===== config.mk =====
export PLATFORM = sky130hd
export DESIGN_NAME = aes256_unload_buffer
export DESIGN_NICKNAME = d
export VERILOG_FILES = /design/src/rtl/aes256_unload_pkg.sv /design/src/rtl/aes256_block_fifo.sv /design/src/rtl/aes256_unload_buffer.sv
export SDC_FILE = /design/constraint.sdc
export NUM_CORES = 1
export LEC_CHECK = 0
export CELL_PAD_IN_SITES_DETAIL_PLACEMENT = 0
export CELL_PAD_IN_SITES_GLOBAL_PLACEMENT = 1
export CORE_MARGIN = 1
export CORE_UTILIZATION = 46
export DETAILED_ROUTE_END_ITERATION = 10
export GPL_TIMING_DRIVEN = 1
export HOLD_SLACK_MARGIN = 0.02
export PLACE_DENSITY_LB_ADDON = 0.1
export SYNTH_ARGS = -nofsm -noshare
export SYNTH_HDL_FRONTEND = slang
export SYNTH_SLANG_ARGS = --single-unit

===== constraint.sdc =====
create_clock -name clk -period 12.6 [get_ports clk]
set_clock_uncertainty 0.1 [all_clocks]
set_input_delay 3.78 -clock clk [delete_from_list [all_inputs] [get_ports clk]]
set_output_delay 3.78 -clock clk [all_outputs]
set_load 0.05 [all_outputs]

===== src/rtl/aes256_unload_pkg.sv =====
// Shared types and helpers for the AES-256 unload buffer.
// Block type, FSM state encoding and words-per-block helper.
package aes256_unload_pkg;

   localparam int AES_BLOCK_W = 128;

   typedef enum logic {
      ST_EMPTY,
      ST_ACTIVE
   } unload_state_t;

   typedef logic [127:0] aes_block_t;

   function automatic int words_per_block(input int out_w);
      return AES_BLOCK_W / out_w;
   endfunction

endpackage


===== src/rtl/aes256_block_fifo.sv =====
// Block FIFO: storage, wrap-around pointers and occupancy level.
// Ports: clk, rst, push, pop, flush, din, dout (head), level, full, empty.
module aes256_block_fifo
   import aes256_unload_pkg::*;
#(
   parameter int DEPTH = 2
) (
   input  logic                         clk,
   input  logic                         rst,
   input  logic                         push,
   input  logic                         pop,
   input  logic                         flush,
   input  aes_block_t                   din,
   output aes_block_t                   dout,
   output logic [$clog2(DEPTH+1)-1:0]   level,
   output logic                         full,
   output logic                         empty
);

   localparam int PW = $clog2(DEPTH);
   localparam int LW = $clog2(DEPTH + 1);

   aes_block_t     mem [DEPTH];
   logic [PW-1:0]  wr_ptr;
   logic [PW-1:0]  rd_ptr;

   // DEPTH is a power of two, so pointers wrap naturally
   always_ff @(posedge clk) begin
      if (rst || flush) begin
         wr_ptr <= '0;
         rd_ptr <= '0;
         level  <= '0;
      end else begin
         if (push) wr_ptr <= wr_ptr + 1'b1;
         if (pop)  rd_ptr <= rd_ptr + 1'b1;
         case ({push, pop})
            2'b10:   level <= level + 1'b1;
            2'b01:   level <= level - 1'b1;
            default: level <= level;
         endcase
      end
   end

   always_ff @(posedge clk) begin
      if (push) mem[wr_ptr] <= din;
   end

   assign dout  = mem[rd_ptr];
   assign full  = (level == LW'(DEPTH));
   assign empty = (level == '0);

endmodule


===== src/rtl/aes256_unload_buffer.sv =====
// Output stage of the AES-256 core: buffers ciphertext blocks and
// serialises them MSB word first over a req/ready handshake.
// Ports: clk, rst (sync, active-high), pi_enc_done, pi_data, pi_flush,
//   pi_next_val_req, po_next_val_ready, po_data, po_block_done,
//   po_level, po_empty, po_full, po_overflow, po_underflow.
// Macro AES256_UNLOAD_STATS_EN adds po_blocks_sent and po_drops.
module aes256_unload_buffer
   import aes256_unload_pkg::*;
#(
   parameter int OUT_W = 8,
   parameter int DEPTH = 2
) (
   input  logic                        clk,
   input  logic                        rst,
   input  logic                        pi_enc_done,
   input  logic [127:0]                pi_data,
   input  logic                        pi_flush,
   input  logic                        pi_next_val_req,
   output logic                        po_next_val_ready,
   output logic [OUT_W-1:0]            po_data,
   output logic                        po_block_done,
   output logic [$clog2(DEPTH+1)-1:0]  po_level,
   output logic                        po_empty,
   output logic                        po_full,
   output logic                        po_overflow,
   output logic                        po_underflow
`ifdef AES256_UNLOAD_STATS_EN
  ,output logic [31:0]                 po_blocks_sent
  ,output logic [15:0]                 po_drops
`endif
);

   localparam int WPB = words_per_block(OUT_W);
   localparam int CW  = (WPB > 1) ? $clog2(WPB) : 1;
   localparam int LW  = $clog2(DEPTH + 1);

   if (OUT_W != 8 && OUT_W != 16 && OUT_W != 32 &&
       OUT_W != 64 && OUT_W != 128) begin : g_bad_w
      $error("OUT_W must be 8, 16, 32, 64 or 128");
   end

   if (DEPTH < 2 || (DEPTH & (DEPTH - 1)) != 0) begin : g_bad_d
      $error("DEPTH must be a power of two >= 2");
   end

   unload_state_t     state;
   logic [CW-1:0]     cnt;
   aes_block_t        head;
   aes_block_t        shifted;
   logic [OUT_W-1:0]  word;
   logic [LW-1:0]     level;
   logic              fifo_full;
   logic              fifo_empty;
   logic              has_data;
   logic              last_word;
   logic              req_ok;
   logic              pop;
   logic              push;
   logic              ovf;
   logic              udf;

   assign has_data  = (state == ST_ACTIVE);
   assign last_word = (cnt == CW'(WPB - 1));
   assign req_ok    = pi_next_val_req & ~pi_flush & has_data;
   assign pop       = req_ok & last_word;
   // a same-cycle pop frees the slot a full FIFO needs
   assign push      = pi_enc_done & ~pi_flush & (~fifo_full | pop);
   assign ovf       = pi_enc_done & ~pi_flush & fifo_full & ~pop;
   assign udf       = pi_next_val_req & ~pi_flush & ~has_data;

   assign shifted = head << (32'(cnt) * OUT_W);
   assign word    = shifted[AES_BLOCK_W-1 -: OUT_W];

   aes256_block_fifo #(
      .DEPTH (DEPTH)
   ) u_fifo (
      .clk   (clk),
      .rst   (rst),
      .push  (push),
      .pop   (pop),
      .flush (pi_flush),
      .din   (pi_data),
      .dout  (head),
      .level (level),
      .full  (fifo_full),
      .empty (fifo_empty)
   );

   always_ff @(posedge clk) begin
      if (rst) begin
         state             <= ST_EMPTY;
         cnt               <= '0;
         po_next_val_ready <= 1'b0;
         po_data           <= '0;
         po_block_done     <= 1'b0;
         po_overflow       <= 1'b0;
         po_underflow      <= 1'b0;
      end else begin
         po_next_val_ready <= req_ok;
         po_block_done     <= pop;
         po_overflow       <= ovf;
         po_underflow      <= udf;
         if (req_ok) po_data <= word;

         if (pi_flush)
            cnt <= '0;
         else if (req_ok)
            cnt <= last_word ? '0 : cnt + 1'b1;

         if (pi_flush)
            state <= ST_EMPTY;
         else if (push)
            state <= ST_ACTIVE;
         else if (pop && level == LW'(1))
            state <= ST_EMPTY;
      end
   end

   assign po_level = level;
   assign po_empty = fifo_empty;
   assign po_full  = fifo_full;

`ifdef AES256_UNLOAD_STATS_EN
   // updated alongside the flag registers so counts track the pulses
   always_ff @(posedge clk) begin
      if (rst) begin
         po_blocks_sent <= '0;
         po_drops       <= '0;
      end else begin
         if (pop) po_blocks_sent <= po_blocks_sent + 1'b1;
         if (ovf && po_drops != 16'hFFFF)
            po_drops <= po_drops + 1'b1;
      end
   end
`endif

endmodule

=== Word level (Yosys, flattened, before mapping) ===
Memories as Yosys holds them, arrays and structs flattened. A register that Yosys moved wholly into a read port is not among the register bits.
Index checks and enable logic that the tools add are counted.

* Bits in writable memories: 256
* Register bits: 21
* Memories: 1
* Output and inout bits: 16
* Logic and storage cells: 49
* Input port bits: 133

* Reduce and logical (&&, ||, !) cells: 6
* Bitwise operators: 13
* Equal/unequal tests: 5
* Add/subtract/negate cells: 5
* Shifts and indexed selects: 1
* Muxes and demuxes: 8

{| class="wikitable"
|+ Memory list
! name !! depth !! width !! read ports !! clocked after Yosys merged registers in !! wr ports !! line !! source
|-
| u_fifo.mem || 2 || 128 || 1 || 1 || 1 || aes256_block_fifo.sv:23 || <nowiki>aes_block_t mem [DEPTH];</nowiki>
|}

{| class="wikitable"
|+ Operators with widths
! kind !! count
|-
| 128-bit by 7-bit left shift with 128-bit output || 1
|-
| 1-bit bitwise AND || 8
|-
| 1-bit 2-to-1 mux || 6
|-
| 4-bit by 1-bit adder with 4-bit output, second input constant || 1
|-
| 2-bit by 1-bit equality test with 1-bit output, second input constant || 2
|-
| 2-bit equality test, second input constant || 2
|-
| 4-bit equality test, second input constant || 1
|-
| 4-bit 2-to-1 mux || 1
|-
| 1-bit inverter || 4
|-
| 2-bit case mux with 2 select lines || 1
|-
| 2-bit nonzero test || 2
|-
| 1-bit adder, second input constant || 2
|-
| 2-bit by 1-bit adder with 2-bit output, second input constant || 1
|-
| 2-bit zero test || 1
|-
| 2-bit OR reduction || 1
|-
| 2-bit by 1-bit subtractor with 2-bit output, second input constant || 1
|-
| 1-bit logical AND || 1
|-
| 1-bit logical OR || 1
|-
| 1-bit OR || 1
|}

=== Logic depth before layout (Yosys ltp) ===
Gate-level depths: netlist of the first run.

* Depth after elaboration: 8
* Depth in mapped cells: 7
* Mapped depth without buffers: 7

=== Modules after synthesis ===
From an unflattened synthesis of the first run, not the netlist that was laid out.

* Cells, all modules: 566
* Area, all modules: 11,099.4 um2

{| class="wikitable"
|+ Modules (own cells, without submodules)
! module !! cells an instance !! area an instance (um2) !! sequential area each (um2) !! instances
|-
| aes256_block_fifo || 420 || 9,411.5 || 7,787.5 || 1
|-
| aes256_unload_buffer || 146 || 1,687.9 || 340.3 || 1
|}

=== Worst setup path after synthesis of the first run ===
Ideal clock, no wire load.

* Kind: input to register
* Start point: input port pi_flush
* End point: memory u_fifo.mem[0][0] (netlist bit) (enable)
* Stages on the path: 4
* Library setup time: 0.617 ns
* Data required time: 11.883 ns
* Arrival: 9.751 ns
* Setup slack: 2.132 ns
* Path buffers: 0
* Path through: and3b_1 nand4_1 a21o_1 nor2_1

* Word-level cells in the longest chain between the ends: 8
* Elaborated cells on any way between the ends: 9
* Those cells by class: mux: 2; bitwise: 7

{| class="wikitable"
|+ Ends and longest elaborated chain
! what !! line !! source
|-
| start, declared || aes256_unload_buffer.sv:17 || <nowiki>input logic pi_flush,</nowiki>
|-
| 1-bit inverter (*) || aes256_unload_buffer.sv:64, aes256_unload_buffer.sv:67 ||
|-
| 1-bit bitwise AND (2 in series) || aes256_unload_buffer.sv:64 || <nowiki>assign req_ok = pi_next_val_req & ~pi_flush & has_data;</nowiki>
|-
| 1-bit bitwise AND || aes256_unload_buffer.sv:65 || <nowiki>assign pop = req_ok & last_word;</nowiki>
|-
| 1-bit OR || aes256_unload_buffer.sv:67 || <nowiki>assign push = pi_enc_done & ~pi_flush & (~fifo_full | pop);</nowiki>
|-
| 1-bit bitwise AND (*) || aes256_unload_buffer.sv:67 ||
|-
| 1-bit 2-to-1 mux (*) || aes256_block_fifo.sv:45 || <nowiki>if (push) mem[wr_ptr] <= din;</nowiki>
|-
| 1-bit 2-to-1 mux (not written as such) (*) || aes256_block_fifo.sv:45 ||
|-
| end, declared || aes256_block_fifo.sv:23 ||
|}

Every way passes the cells marked *; elsewhere a longest branch is shown, timed or not.

=== Final worst setup path of the first run ===
* Start point: input port pi_flush
* End point: memory u_fifo.mem[1][3] (netlist bit) (enable)

The elaborated chain is that of the path after synthesis.

==> run_results.csv, run 1 <==
group,metric,value,unit
cts,h-tree-depth,1,
placed_design,post-place-ws,5.29,ns
global_routing,grt_pass1_vias,6061,
floorplan,design.die.area,24100,sq um
routing,postRouteAntennaNets,0,
placed_design,dp_hpwl,14600,um
logic_synthesis,synth_area,10800,sq um
routing,highest-signal-layer,"met4",
logic_synthesis,yosysTopAreaCell,"edfxtp_1",
logic_synthesis,synthTopCellsByArea,"edfxtp_1, mux2i_1, a22oi_1",
cts,worstSkewPairLatency,0.55,ns
cts,clk_pin_slew,0.06,ns
final_layout,final_cell_mix,"edfxtp_1, clkdlybuf4s50_1, mux2i_1",
timing,clock.fmax,148,MHz
routing,vias_per_cell,5.35,
cts,clock_path_buffers,3,
worst_setup_path,end_kind,"register",
final_layout,finalNonFillerCells,1107,
routing,drt-total-wl,23600,um
final_layout,drive_above_1_share,8.94,%
worst_setup_path,slowest_delay,0.83,ns
timing,worst_pin_slew,1.17,ns
floorplan,rows,55,
logic_synthesis,postSynthCellCount,619,
worst_setup_path,crit_chain,"clkdlybuf4s50_1, and3b_1, nand4_1, a21o_1, nor2_4, buf_4",
cts,cts_tree,"built",
global_routing,grt_first_pass_wirelength,35100,um
routing,wl_met2,11800,um
cts,cts_setup_buffers,0,
logic_synthesis,ys_seq_area_share,75.4,%
worst_setup_path,reg2reg_depth,7,
cts,cts_sinks,278,
timing,grt_setup_unrepaired,"false",
floorplan,start_util,47.2,%
pwr,vdd_drop_max,0.000112,V
worst_setup_path,worstSetupStartpointType,"input port",
routing,wl_met1,10100,um
final_layout,n_antenna_cell,0,
floorplan,fp.coreArea,22800,sq um
worst_setup_path,cp.required,12.65,ns
routing,firstDrtPassIters,5,
placed_design,dp_cells,1052,
worst_setup_path,rrSetupSlack,8.68,ns
run,drv_cap,0,
timing,layout_worst_path_cycle_share,53.6,%
worst_setup_path,cp_max_fo,84,
routing,vias,5926,
logic_synthesis,yosysWarnings,0,
timing,slew_violations,0,
worst_setup_path,path_class,"in2reg",
floorplan,die_x,155,um
floorplan,ioPinCount,149,
timing,tns,0,ns
logic_synthesis,synth_top_cell_area_share,71.3,%
cts,cts_resized,0,
timing,finalSetupViolCount,0,
logic_synthesis,synth_seq_cells,278,
worst_setup_path,critPathBufInv,2,
floorplan,die_h,155,um
logic_synthesis,ys_types,30,
worst_setup_path,endpoint,"u_fifo.mem[1][3]",
logic_synthesis,syn-num-nets,757,
timing,period_needed,6.76,ns
timing,whs,0.400,ns
logic_synthesis,synth_ff_type,"edfxtp_1",
final_layout,finalNetCount,909,
worst_hold_path,worstHoldStart,"has_data",
timing,worst_slack,5.84,ns
global_routing,antenna_found_initial,1,
cts,root_buffer,"clkbuf_16",
timing,relSlewSlack,22.2,%
routing,wl_met3,1250,um
final_layout,fin_area,13600,sq um
outcome,outcome,"finished, final reports clean",
placed_design,gp_congestion,0.762,
cts,cts_buffers,30,
worst_setup_path,cp-startpoint,"pi_flush",
global_routing,grt_remaining_overflow,0,
pwr,power.leakage,4.22,nW
worst_setup_path,path_depth,6,
pwr,p_per_area,151,nW/um^2
worst_setup_path,rr_endpoint,"po_data[5]",
routing,drc,0,
routing,drt_iter0_drc,357,
logic_synthesis,syn_area_per_cell,17.4,sq um
worst_setup_path,cpMaxStageDelayCell,"and3b_1",
timing,hold_violations,0,
worst_setup_path,critPathArrivalTime,6.81,ns
logic_synthesis,synth_edf_count,256,
placed_design,place_area,12500,sq um
global_routing,track_usage,19.7,%
routing,routedWlPerCell,21.3,um
placed_design,io_buffer_count,148,
global_routing,grt_start_max_net_pins,85,
final_layout,final_common_cell,"edfxtp_1",
logic_synthesis,ys_async_sr_fraction,0,%
final_layout,syn2layout_area_growth,26.2,%
cts,postCtsHoldBufs,0,
worst_hold_path,hp-class,"reg2reg",
worst_setup_path,crit_family,"buffers and inverters",
## power breakdown
group	switching (mW)	internal, mW	total [mW]
clock	0.342	0.576	0.918
sequential	0.00613	1.04	1.04
combinational	0.0440	0.0494	0.0933
## per-layer routing
layer,vias to the layer above,track usage (%)
li1,2759,-
met1,2951,26.3
met2,186,33.8
met3,30,3.48
met4,0,4.67
met5,-,0
## kinds of logic (layout without fill, tap and decap cells)
logic type	Yosys count	count (layout)	share of synthesized area (%)
xor+xnor	6	6	0.487
compound gates	110	110	7.12
fa+ha+maj	5	5	0.580
buf+inv	41	216	2.15
mux	128	128	11.9
flops	278	278	75.4
simple gates	51	51	2.40
## registers in the layout, summed over array words and instances, names as in the netlist, named ones only
name	cells
u_fifo.mem	256
po_data	8
cnt	4
u_fifo.level	2
has_data	1
po_block_done	1
po_next_val_ready	1
po_overflow	1
po_underflow	1
u_fifo.rd_ptr	1
u_fifo.wr_ptr	1
## metrics by stage
step / util, % / total power [mW]
finish: 59.5 / 2.05
detailed placement: 54.9 / 1.16
global route: 59.5 / 2.12
CTS: 59.5 / 2.07
global placement: 54.9 / 1.15
floorplan: - / 1.10
## final cells by class
type,count,area (sq um)
Clock buffer,37,808
Clock inverter,18,246
Fill cell,1734,9240
Inverter,4,15.0
Multi-Input combinational cell,300,2460
Sequential cell,278,8130
Tap cell,313,392
Timing Repair Buffer,157,1550
## synth_stat cells (all sizes together), types with 5 or more instances
cell / number
ha: 5
clkbuf: 20
edfxtp: 256
nand2: 7
nor2: 20
a21oi: 35
or4: 8
buf: 17
mux2i: 128
a211oi: 9
dfxtp: 22
a22oi: 64
## how the worst min path moves through the flow
stage / end / slack (ns) / cells past startpoint
floorplan: po_underflow / 0.35 / 1
CTS: po_underflow / 0.40 / 1
finish: po_underflow / 0.40 / 1
global route: po_data[7] / 0.43 / 2
global placement: po_underflow / 0.39 / 1
detailed placement: po_underflow / 0.39 / 1
No activity file was read; power rests on OpenSTA's default activity.
==> run 2, diff against run 1 <==
- clock period: 12.6 -> 7 ns (I/O delays scaled with it)
==> run_results.csv, run 2 (synthesis results as in run 1) <==
group,metric,value,unit
worst_setup_path,cp-startpoint,"pi_next_val_req",
timing,grt_setup_unrepaired,"false",
cts,worstSkewPairLatency,0.55,ns
global_routing,grt_start_max_net_pins,129,
global_routing,grt_remaining_overflow,0,
worst_setup_path,critPathArrivalTime,5.29,ns
timing,relSlewSlack,25.3,%
placed_design,gp_congestion,0.733,
worst_hold_path,hp-class,"reg2reg",
cts,h-tree-depth,1,
global_routing,antenna_found_initial,1,
timing,period_needed,5.18,ns
floorplan,die_h,155,um
placed_design,dp_cells,1049,
run,drv_cap,0,
floorplan,ioPinCount,149,
final_layout,finalNonFillerCells,1104,
global_routing,grt_first_pass_wirelength,34300,um
cts,cts_sinks,278,
final_layout,regMostFlops,"u_fifo.mem",
timing,clock.fmax,193,MHz
outcome,outcome,"finished, final reports clean",
placed_design,dp_hpwl,14600,um
worst_setup_path,cp.required,7.11,ns
final_layout,n_antenna_cell,0,
worst_setup_path,crit_chain,"clkdlybuf4s50_1, and3b_1, nand4_1, a21o_1, nor2_4, buf_12",
final_layout,drive_above_1_share,7.96,%
worst_setup_path,path_class,"in2reg",
global_routing,use_met2,32.8,%
placed_design,io_buffer_count,148,
timing,hold_violations,0,
floorplan,fp.coreArea,22800,sq um
routing,firstDrtPassIters,5,
routing,drt_iter0_drc,375,
pwr,vdd_drop_max,0.000177,V
timing,layout_worst_path_cycle_share,74.1,%
pwr,p_per_area,262,nW/um^2
cts,cts_buffers,30,
worst_setup_path,crit_family,"simple AND/OR/NAND/NOR gates",
worst_setup_path,slowest_delay,0.83,ns
cts,clock_path_buffers,3,
final_layout,largest_reg_flops,256,
cts,postCtsHoldBufs,0,
global_routing,grt_pass1_vias,5945,
worst_setup_path,worstSetupStartpointType,"input port",
routing,postRouteAntennaNets,0,
routing,vias_per_cell,5.40,
worst_setup_path,critPathBufInv,2,
worst_setup_path,cp_max_fo,60,
pwr,power.leakage,4.17,nW
global_routing,grt.met3_usage,3.62,%
cts,cts_setup_buffers,0,
floorplan,start_util,47.2,%
routing,routedWlPerCell,21.1,um
cts,cts_resized,0,
floorplan,design.die.area,24100,sq um
worst_hold_path,worstHoldStart,"has_data",
timing,finalSetupViolCount,0,
worst_setup_path,end_kind,"register",
cts,cts_tree,"built",
floorplan,die_x,155,um
global_routing,track_usage,19.3,%
worst_setup_path,cpMaxStageDelayCell,"nor2_4",
final_layout,syn2layout_area_growth,25.5,%
global_routing,grt-busiest-layer,"met2",
floorplan,rows,55,
routing,drc,0,
cts,root_buffer,"clkbuf_16",
timing,slew_violations,0,
final_layout,final_cell_mix,"edfxtp_1, clkdlybuf4s50_1, mux2i_1",
timing,worst_pin_slew,1.12,ns
routing,vias,5958,
final_layout,reg_top3,"u_fifo.mem: 256 flops, po_data: 8 flops, cnt: 4 flops",
routing,drt-total-wl,23200,um
final_layout,finalNetCount,906,
timing,whs,0.420,ns
worst_setup_path,regToRegStartpoint,"has_data",
cts,clk_pin_slew,0.06,ns
final_layout,final_common_cell,"edfxtp_1",
global_routing,gr-usage-met1,25.9,%
-- run 2: changes by cell type in the layout (fill, tap and decap cells not counted), moves of 3 or more --
cell,previous run,this run
bufinv_16,6,3
clkinv_1,2,6
buf_4,9,2
buf_12,0,4
-- run 2: per-stage QoR --
stage / total power, mW / setup TNS [ns] / cell area [sq um] / utilization [%] / worst slack, ns
finish: 3.54 / 0 / 13500 / 59.2 / 1.82
global route: 3.66 / 0 / 13500 / 59.2 / 1.56
CTS: 3.58 / 0 / 13500 / 59.2 / 1.76
detailed placement: 2.08 / 0 / 12600 / 55.0 / 1.20
global placement: 2.08 / 0 / 12600 / 55.0 / 1.33
floorplan: 1.97 / -457.72 / 10800 / - / -1.79
-- run 2: routing by layer --
layer / wire length, um / vias up
li1: - / 2766
met1: 9870 / 2961
met2: 11600 / 201
met3: 1440 / 30
met4: 321 / 0
met5: 0 / -
-- run 2: worst paths after layout --
path                            end  slack (ns)  cells after the start
setup / recovery  u_fifo.mem[0][90]        1.82                      6
hold reg to reg        po_underflow        0.42                      1
setup reg to reg  u_fifo.mem[0][90]        3.48                      5
hold / removal         po_underflow        0.42                      1
-- run 2: power by group --
part / leakage (nW) / switching, mW / internal [mW]
combinational: 1.18 / 0.0789 / 0.0909
sequential: 2.53 / 0.0114 / 1.86
clock: 0.463 / 0.603 / 0.894
total: 4.17 / 0.694 / 2.85
-- run 2: worst register-to-register path, delay by kind of cell (launching register included) --
kind | cells | cell delay (ns)
AO/OA/AOI/OAI | 1 | 0.35
buffers and inverters | 1 | 0.42
flip-flops | 1 | 0.40
AND/OR/NAND/NOR | 3 | 1.90
-- run 2: cell type report --
class                           count  area [sq um]
Timing Repair Buffer              154          1580
Fill cell                        1743          9320
Multi-Input combinational cell    300          2460
Sequential cell                   278          8130
Inverter                            4          15.0
Clock buffer                       36           773
Clock inverter                     19           179
Tap cell                          313           392
